<file path="src/rtl/rgb2hsv_ctrl.sv">
// rgb2hsv_ctrl: sync delay, frame-aligned mode switching, pixel coordinates and output blanking for the colour stage
module rgb2hsv_ctrl #(
    parameter int LAT = 3,
    parameter int XW  = 11,
    parameter int YW  = 11
) (
    input  logic          clk,
    input  logic          rst_n,
    input  logic          ce,
    input  logic          de_in,
    input  logic          hsync_in,
    input  logic          vsync_in,
    input  logic [1:0]    mode_req,
    input  logic          mode_wr,
    output logic [1:0]    mode_act,
    output logic          pend,
    output logic          de_out,
    output logic          hsync_out,
    output logic          vsync_out,
    output logic [XW-1:0] pix_x,
    output logic [YW-1:0] pix_y,
    output logic          frame_start,
    output logic          blank
);
    localparam int DW = $clog2(LAT + 1);
    typedef enum logic [1:0] {SYNC_WAIT, RUN, FLUSH} state_t;
    state_t          state_q;
    logic [LAT-1:0]  de_q, hs_q, vs_q;
    logic            vs_in_prev_q, de_out_prev_q, vs_out_prev_q;
    logic [1:0]      mode_act_q, mode_pend_q;
    logic            pend_q, blank_q;
    logic [DW-1:0]   drain_q;
    logic [XW-1:0]   pix_x_q, pix_x_d;
    logic [YW-1:0]   pix_y_q, pix_y_d;
    logic            vs_in_rise, vs_out_rise, de_out_fall;
    assign de_out      = de_q[LAT-1];
    assign hsync_out   = hs_q[LAT-1];
    assign vsync_out   = vs_q[LAT-1];
    assign vs_in_rise  = vsync_in & ~vs_in_prev_q;
    assign vs_out_rise = vsync_out & ~vs_out_prev_q;
    assign de_out_fall = ~de_out & de_out_prev_q;
    // Combinational so the pulse can never show up in a ce=0 cycle
    assign frame_start = ce & vs_out_rise;
    assign mode_act    = mode_act_q;
    assign pend        = pend_q;
    assign blank       = blank_q;
    assign pix_x       = pix_x_q;
    assign pix_y       = pix_y_q;
    always_comb begin
        pix_x_d = (vs_out_rise || de_out_fall) ? '0 :
                  (de_out && !(&pix_x_q)) ? pix_x_q + XW'(1) : pix_x_q;
        pix_y_d = vs_out_rise ? '0 :
                  (de_out_fall && !(&pix_y_q)) ? pix_y_q + YW'(1) : pix_y_q;
    end
    always_ff @(posedge clk) begin
        if (!rst_n) begin
            de_q          <= '0;
            hs_q          <= '0;
            vs_q          <= '0;
            vs_in_prev_q  <= 1'b0;
            de_out_prev_q <= 1'b0;
            vs_out_prev_q <= 1'b0;
            pix_x_q       <= '0;
            pix_y_q       <= '0;
            mode_act_q    <= 2'd0;
            mode_pend_q   <= 2'd0;
            pend_q        <= 1'b0;
            blank_q       <= 1'b1;
            drain_q       <= '0;
            state_q       <= SYNC_WAIT;
        end else if (ce) begin
            de_q          <= (de_q << 1) | LAT'(de_in);
            hs_q          <= (hs_q << 1) | LAT'(hsync_in);
            vs_q          <= (vs_q << 1) | LAT'(vsync_in);
            vs_in_prev_q  <= vsync_in;
            de_out_prev_q <= de_out;
            vs_out_prev_q <= vsync_out;
            pix_x_q       <= pix_x_d;
            pix_y_q       <= pix_y_d;
            if (vs_in_rise && pend_q) begin
                mode_act_q <= mode_pend_q;
                pend_q     <= 1'b0;
                drain_q    <= DW'(LAT);
                blank_q    <= 1'b1;
                state_q    <= FLUSH;
            end else if (state_q == SYNC_WAIT && vs_in_rise) begin
                blank_q <= 1'b0;
                state_q <= RUN;
            end else if (state_q == FLUSH) begin
                drain_q <= drain_q - DW'(1);
                if (drain_q <= DW'(1)) begin
                    blank_q <= 1'b0;
                    state_q <= RUN;
                end
            end
            // A write coinciding with a boundary is kept for the next frame
            if (mode_wr) begin
                mode_pend_q <= mode_req;
                pend_q      <= 1'b1;
            end
        end
    end
endmodule
</file>
<file path="config.mk">
export PLATFORM = sky130hd
export DESIGN_NAME = rgb2hsv_ctrl
export DESIGN_NICKNAME = d
export VERILOG_FILES = /design/src/rtl/rgb2hsv_ctrl.sv
export SDC_FILE = /design/constraint.sdc
export NUM_CORES = 1
export LEC_CHECK = 0
export ABC_AREA = 0
export BUFFER_PORTS_ARGS = -buffer_cell sky130_fd_sc_hd__buf_2
export CAP_MARGIN = 20
export CORE_MARGIN = 4
export CORE_UTILIZATION = 54
export DETAILED_ROUTE_END_ITERATION = 12
export GPL_ROUTABILITY_DRIVEN = 0
export PLACE_DENSITY = 0.81
export SLEW_MARGIN = 15
export SYNTH_ARGS = -nofsm -noshare
export SYNTH_HDL_FRONTEND = slang
export SYNTH_SLANG_ARGS = --single-unit
</file>
<file path="constraint.sdc">
create_clock -name clk -period 2.3 [get_ports clk]
set_input_delay 0.46 -clock clk [delete_from_list [all_inputs] [get_ports clk]]
set_output_delay 0.46 -clock clk [all_outputs]
set_load 0.1 [all_outputs]
</file>
==> results of run 1 <==
==> final timing paths <==
| kind | end | from | cells after the start | slack (ns) |
|---|---|---|---|---|
| worst max-delay path | frame_start | vs_q[2]$_SDFFE_PN0P_ | 3 | 0.28 |
| worst min-delay path | hs_q[0]$_SDFFE_PN0P_ | hsync_in | 3 | 0.42 |
| worst max register to register | pix_x[6]$_SDFFE_PN0P_ | pix_x[0]$_SDFFE_PN0P_ | 6 | 0.28 |
| worst min register to register | blank$_SDFFE_PN1P_ | blank$_SDFFE_PN1P_ | 1 | 0.45 |
==> stage by stage <==
stage,area [um2],cells
global route,2350,309
global placement,2240,301
CTS,2350,309
detailed placement,2240,301
floorplan,2050,224
finish,2350,309
==> final cells by class <==
class | instances | area share (%)
clock buffer | 7 | 4.10
inverter | 5 | 0.800
clock inverter | 1 | 0.320
multi-input combinational | 165 | 46.4
timing repair buffer | 40 | 8.74
tap | 48 | 2.56
sequential | 43 | 37.0
==> layout by cell type (no fill, tap or decap), types with 2 or more instances in the layout <==
| cell type | Yosys | layout |
|---|---|---|
| nor4_1 | 2 | 2 |
| nand4_1 | 5 | 5 |
| o211ai_1 | 5 | 5 |
| buf_2 | 2 | 38 |
| a31oi_1 | 2 | 2 |
| a21boi_0 | 10 | 10 |
| inv_1 | 5 | 5 |
| nor2b_1 | 14 | 14 |
| and3_1 | 4 | 4 |
| dfxtp_2 | 0 | 7 |
| dfxtp_1 | 43 | 36 |
| o32ai_1 | 2 | 2 |
| buf_4 | 0 | 2 |
| nor2_1 | 15 | 15 |
| a21o_1 | 2 | 2 |
| o21ai_0 | 6 | 6 |
| clkbuf_8 | 0 | 7 |
| ha_1 | 3 | 3 |
| nand3_1 | 14 | 14 |
| or3_1 | 3 | 3 |
| o21ai_1 | 5 | 5 |
| mux2i_1 | 12 | 12 |
| or4_4 | 2 | 2 |
| a21oi_1 | 6 | 6 |
| o21ai_2 | 3 | 3 |
| nand2_1 | 21 | 21 |
| a2111oi_2 | 2 | 2 |
| xnor2_1 | 5 | 5 |
| nand2b_1 | 4 | 4 |
| nand4b_1 | 2 | 2 |
==> state kept, by name, summed over array words and instances (netlist names), 3 cells and up <==
register / count
pix_y: 11
vs_q: 3
pix_x: 11
hs_q: 3
de_q: 3
==> tightest hold or removal path, delay by kind of cell <==
kind | cells | cell delay [ns]
buf+inv | 1 | 0.07
mux | 1 | 0.05
simple gates | 1 | 0.09
==> where the power goes <==
part / internal (mW) / total, mW / leakage [nW] / switching, mW
Combinational: 0.0352 / 0.108 / 0.534 / 0.0728
Sequential: 0.758 / 0.767 / 0.352 / 0.00893
Clock: 0.273 / 0.532 / 0.0505 / 0.259
==> routing by layer <==
metal	track usage (%)	up-vias	routed length, um	share of wire [%]
met5	0	-	0	0
met4	7.81	0	66	1.7
met3	5.36	6	241	6.1
met2	27.1	43	1800	45
met1	21.1	784	1860	47
li1	-	873	-	-
==> kinds of logic after synthesis <==
logic type	Yosys count	synth area share, %
simple gates	94	25.2
compound gates	50	17.9
flops	43	42.1
buf+inv	16	4.53
mux	12	5.88
xor+xnor	6	2.57
fa+ha+maj	3	1.84
==> impl_metrics.tcl, run 1 <==
set metrics [dict create \
    die_y_um 69.5 \
    fin_crit_ns 2.02 \
    cts_made_buffers 5 \
    fin_ws_ns 0.275 \
    synth.largest_area_cell "dfxtp_1" \
    antenna-diode-count 0 \
    postSynthAreaPerCell_um2 9.12 \
    crit_type "register to output pin" \
    tns_ns 0 \
    antenna_found_initial 0 \
    cp_max_fo 10 \
    drv_slew 0 \
    start_util_pct 55.8 \
    cp_cell_sequence "nor2b_4 -> and2_1 -> buf_2" \
    drt-wirelength-per-cell_um 12.8 \
    max_stage_delay_ns 0.43 \
    vdd_ir_drop_max_uv 610 \
    design.core.area_mm2 0.00366 \
    rows 22 \
    required_ns 1.84 \
    finalHoldViolCount 0 \
    cts-hold-fix-buffers 0 \
    path_buf_inv 1 \
    cts_tree "built" \
    track_usage_pct 17.1 \
    maxCapViolCount 0 \
    rsz0062_at_grt "false" \
    drc 0 \
    p_leak_nw 0.936 \
    fin_nets 272 \
    multi_input_area_mm2 0.00109 \
    final-setup-viol-count 0 \
    post_cts_resized 0 \
    p_per_area_mw_per_mm2 600 \
    yosysWarnings 0 \
    seqCellArea_um2 870 \
    drive_gt1_share_pct 26.4 \
    clk_path_buf_depth 2 \
    seq_area_frac_synth_pct 42.1 \
    timing.hold.ws_ns 0.418 \
    power_mw 1.41 \
    max_freq_ghz 0.494 \
    post-cts-setup-buffers 0 \
    cts_sinks 43 \
    worst_ep_arrival_time_ns 1.56 \
    synth.most_common_cell "dfxtp_1" \
    grt_pass1_vias 1563 \
    wl_mm 3.97 \
    syn_nets 236 \
    fp.dieW_um 69.5 \
    synthArstFlopShare_pct 0 \
    min_path_type "input pin to register" \
    fin_skew_ns 0.00316 \
    grt_pass1_wl_mm 6.76 \
    ys_top_cells_by_area "dfxtp_1 (42%), mux2i_1 (5.9%), nor2b_1 (4.3%)" \
    syn_inst 224 \
    fillers 325 \
    clock-root-buffer "clkbuf_8" \
    area_delta_synth_final_pct 14.9 \
    place_ws_ns 0.298 \
    post-route-period-util_pct 88.0 \
    clk_pin_slew_ns 0.08 \
    ant_nets 0 \
    ys_ff_latch 43 \
    cp-start-kind "register" \
    drtIter0Drc 101 \
    first_pass_iters 4 \
    synth_cell_type_count 45 \
    vias 1706 \
    grt_max_degree 38 \
    io_pins 39 \
    vias_per_cell 5.52 \
    synth_area_mm2 0.00204 \
    end_kind "output pin" \
    synth_commonest_cells "dfxtp_1 (43), nand2_1 (21), nor2_1 (15)" \
    dp_hpwl_mm 2.81 \
    status "finished, final reports clean" \
    die_area_mm2 0.00483 \
    grt_overflow 0 \
    utilization_pct 64.1 \
    htreeDepth 2 \
    port_buffers 38 \
    crit_family "simple AND/OR/NAND/NOR gates" \
    synth_edf_count 0 \
    ys.flop_type "dfxtp_1" \
    synth_top_area_share_pct 42.1 \
    worst_pin_slew_ns 0.498 \
    clock_latency_ns 0.30 \
    crit_slowest_cell "buf_2" \
    maxSlewHeadroom_pct 66.8 \
]
(Power assumes the default switching activity.)
==> run 2: changes to the inputs <==
Settings changed: CORE_UTILIZATION 54 to 58, PLACE_DENSITY 0.81 to 0.86.
Clock period 2.3 ns to 2.5 ns, I/O delays scaled along.
==> impl_metrics.tcl, run 2 (synthesis gave the netlist of run 1 again) <==
set metrics [dict create \
    ant_nets 0 \
    final-setup-viol-count 0 \
    fin_ws_ns 0.364 \
    p_leak_nw 0.929 \
    vias_per_cell 5.55 \
    clock_latency_ns 0.36 \
    r2r_end "pix_x[6]$_SDFFE_PN0P_" \
    wl_mm 3.96 \
    cts-hold-fix-buffers 0 \
    post_cts_resized 0 \
    cp_max_fo 10 \
    seqCellArea_um2 865 \
    layout_commonest_cell "dfxtp_1" \
    p_switching_mw 0.309 \
    clk_path_buf_depth 2 \
    place_ws_ns 0.501 \
    tns_ns 0 \
    post-route-period-util_pct 85.4 \
    vdd_ir_drop_max_uv 407 \
    antenna-diode-count 0 \
    netSwitchingFraction_pct 24.7 \
    htreeDepth 2 \
    fp.dieW_um 67.4 \
    drive_gt1_share_pct 24.9 \
    worst_ep_arrival_time_ns 1.64 \
    design.core.area_mm2 0.00336 \
    clock-root-buffer "clkbuf_4" \
    vias 1704 \
    maxCapViolCount 0 \
    r2r_start "pix_x[0]$_SDFFE_PN0P_" \
    end_kind "output pin" \
    rows 21 \
    grt_max_degree 38 \
    status "finished, final reports clean" \
    drt-wirelength-per-cell_um 12.9 \
    drv_slew 0 \
    fin_nets 272 \
    antenna_found_initial 0 \
    area_delta_synth_final_pct 13.4 \
    grt_pass1_wl_mm 6.49 \
    max_freq_ghz 0.468 \
    required_ns 2.00 \
    min_path_type "input pin to register" \
    seq_power_share_pct 56.5 \
    multi_input_area_mm2 0.00109 \
    cp-start-kind "register" \
    drc 0 \
    cts_sinks 43 \
    dp_hpwl_mm 2.83 \
    intPower_mw 0.941 \
    cts_tree "built" \
    finalHoldViolCount 0 \
    layout_common_cells "dfxtp_1 (40), buf_2 (38), nand2_1 (21)" \
    io_pins 39 \
    fin_skew_ns 0.00361 \
    clkPwrFrac_pct 35.5 \
    fillers 304 \
    rsz0062_at_grt "false" \
    crit_type "register to output pin" \
    first_pass_iters 4 \
    cts_made_buffers 5 \
    p_per_area_mw_per_mm2 540 \
    drtIter0Drc 104 \
    clk_pin_slew_ns 0.13 \
    fin_crit_ns 2.14 \
    combPwrFrac_pct 8.0 \
    port_buffers 38 \
    start_util_pct 60.8 \
    die_area_mm2 0.00454 \
    post-cts-setup-buffers 0 \
    rr_worst_depth 6 \
    grt_overflow 0 \
    maxSlewHeadroom_pct 67.5 \
    grt_pass1_vias 1520 \
    reg2reg_slack_ns 0.47 \
    die_y_um 67.4 \
    min_delay_path_depth 3 \
    min_to "hs_q[0]$_SDFFE_PN0P_" \
    track_usage_pct 18.5 \
    worst_pin_slew_ns 0.491 \
    hold_start "hsync_in" \
]
==> run 2: cell types whose count changed in the layout (fill, tap and decap cells not counted), sizes merged <==
cell and delta:
clkinv +2, clkinvlp -1, clkbuf -2, bufinv +1
==> run 2: worst max-delay path by stage <==
stage / from / endpoint
after floorplan: pix_y[0]$_SDFFE_PN0P_ / pix_y[2]$_SDFFE_PN0P_
after global placement: pix_x[0]$_SDFFE_PN0P_ / pix_x[6]$_SDFFE_PN0P_
after detailed placement: pix_x[0]$_SDFFE_PN0P_ / pix_x[6]$_SDFFE_PN0P_
after CTS: vs_q[2]$_SDFFE_PN0P_ / frame_start
after global routing: vs_q[2]$_SDFFE_PN0P_ / frame_start
final: vs_q[2]$_SDFFE_PN0P_ / frame_start
==> run 2: power groups by stage <==
stage	Combinational, mW	Clock [mW]	Sequential [mW]
after global placement	0.0980	0	0.722
after floorplan	0.0530	0	0.748
after CTS	0.100	0.452	0.707
final	0.0996	0.444	0.707
after global routing	0.109	0.475	0.709
after detailed placement	0.100	0	0.722
==> run 2: critical path: stages, from the launching register on <==
cell,delay (ns)
dfxtp_2,0.39
nor2b_4,0.27
and2_1,0.18
buf_2,0.43
==> run 2: metrics by stage <==
step	std cells	power (mW)	hold WS, ns	area, um2	util, %
finish	307	1.25	0.391	2320	68.9
global route	307	1.29	0.415	2320	68.9
CTS	307	1.26	0.381	2320	68.9
detailed placement	299	0.822	0.438	2240	66.5
global placement	299	0.820	0.433	2240	66.5
floorplan	224	0.801	0.443	2050	-
==> run 2: area by class of cell <==
type	count	area share [%]
clock buffers	5	1.62
multi-input cells	165	47.0
well taps	46	2.48
clock inverters	3	1.89
flip-flops and latches	43	37.3
inverters	5	0.810
repair buffers	40	8.86
==> run 2: layer usage <==
metal  routed length (um)  track usage, %
met2                 1780            30.8
met1                 1890            22.7
met4                   52            6.08
met5                    0               0
met3                  240            5.82
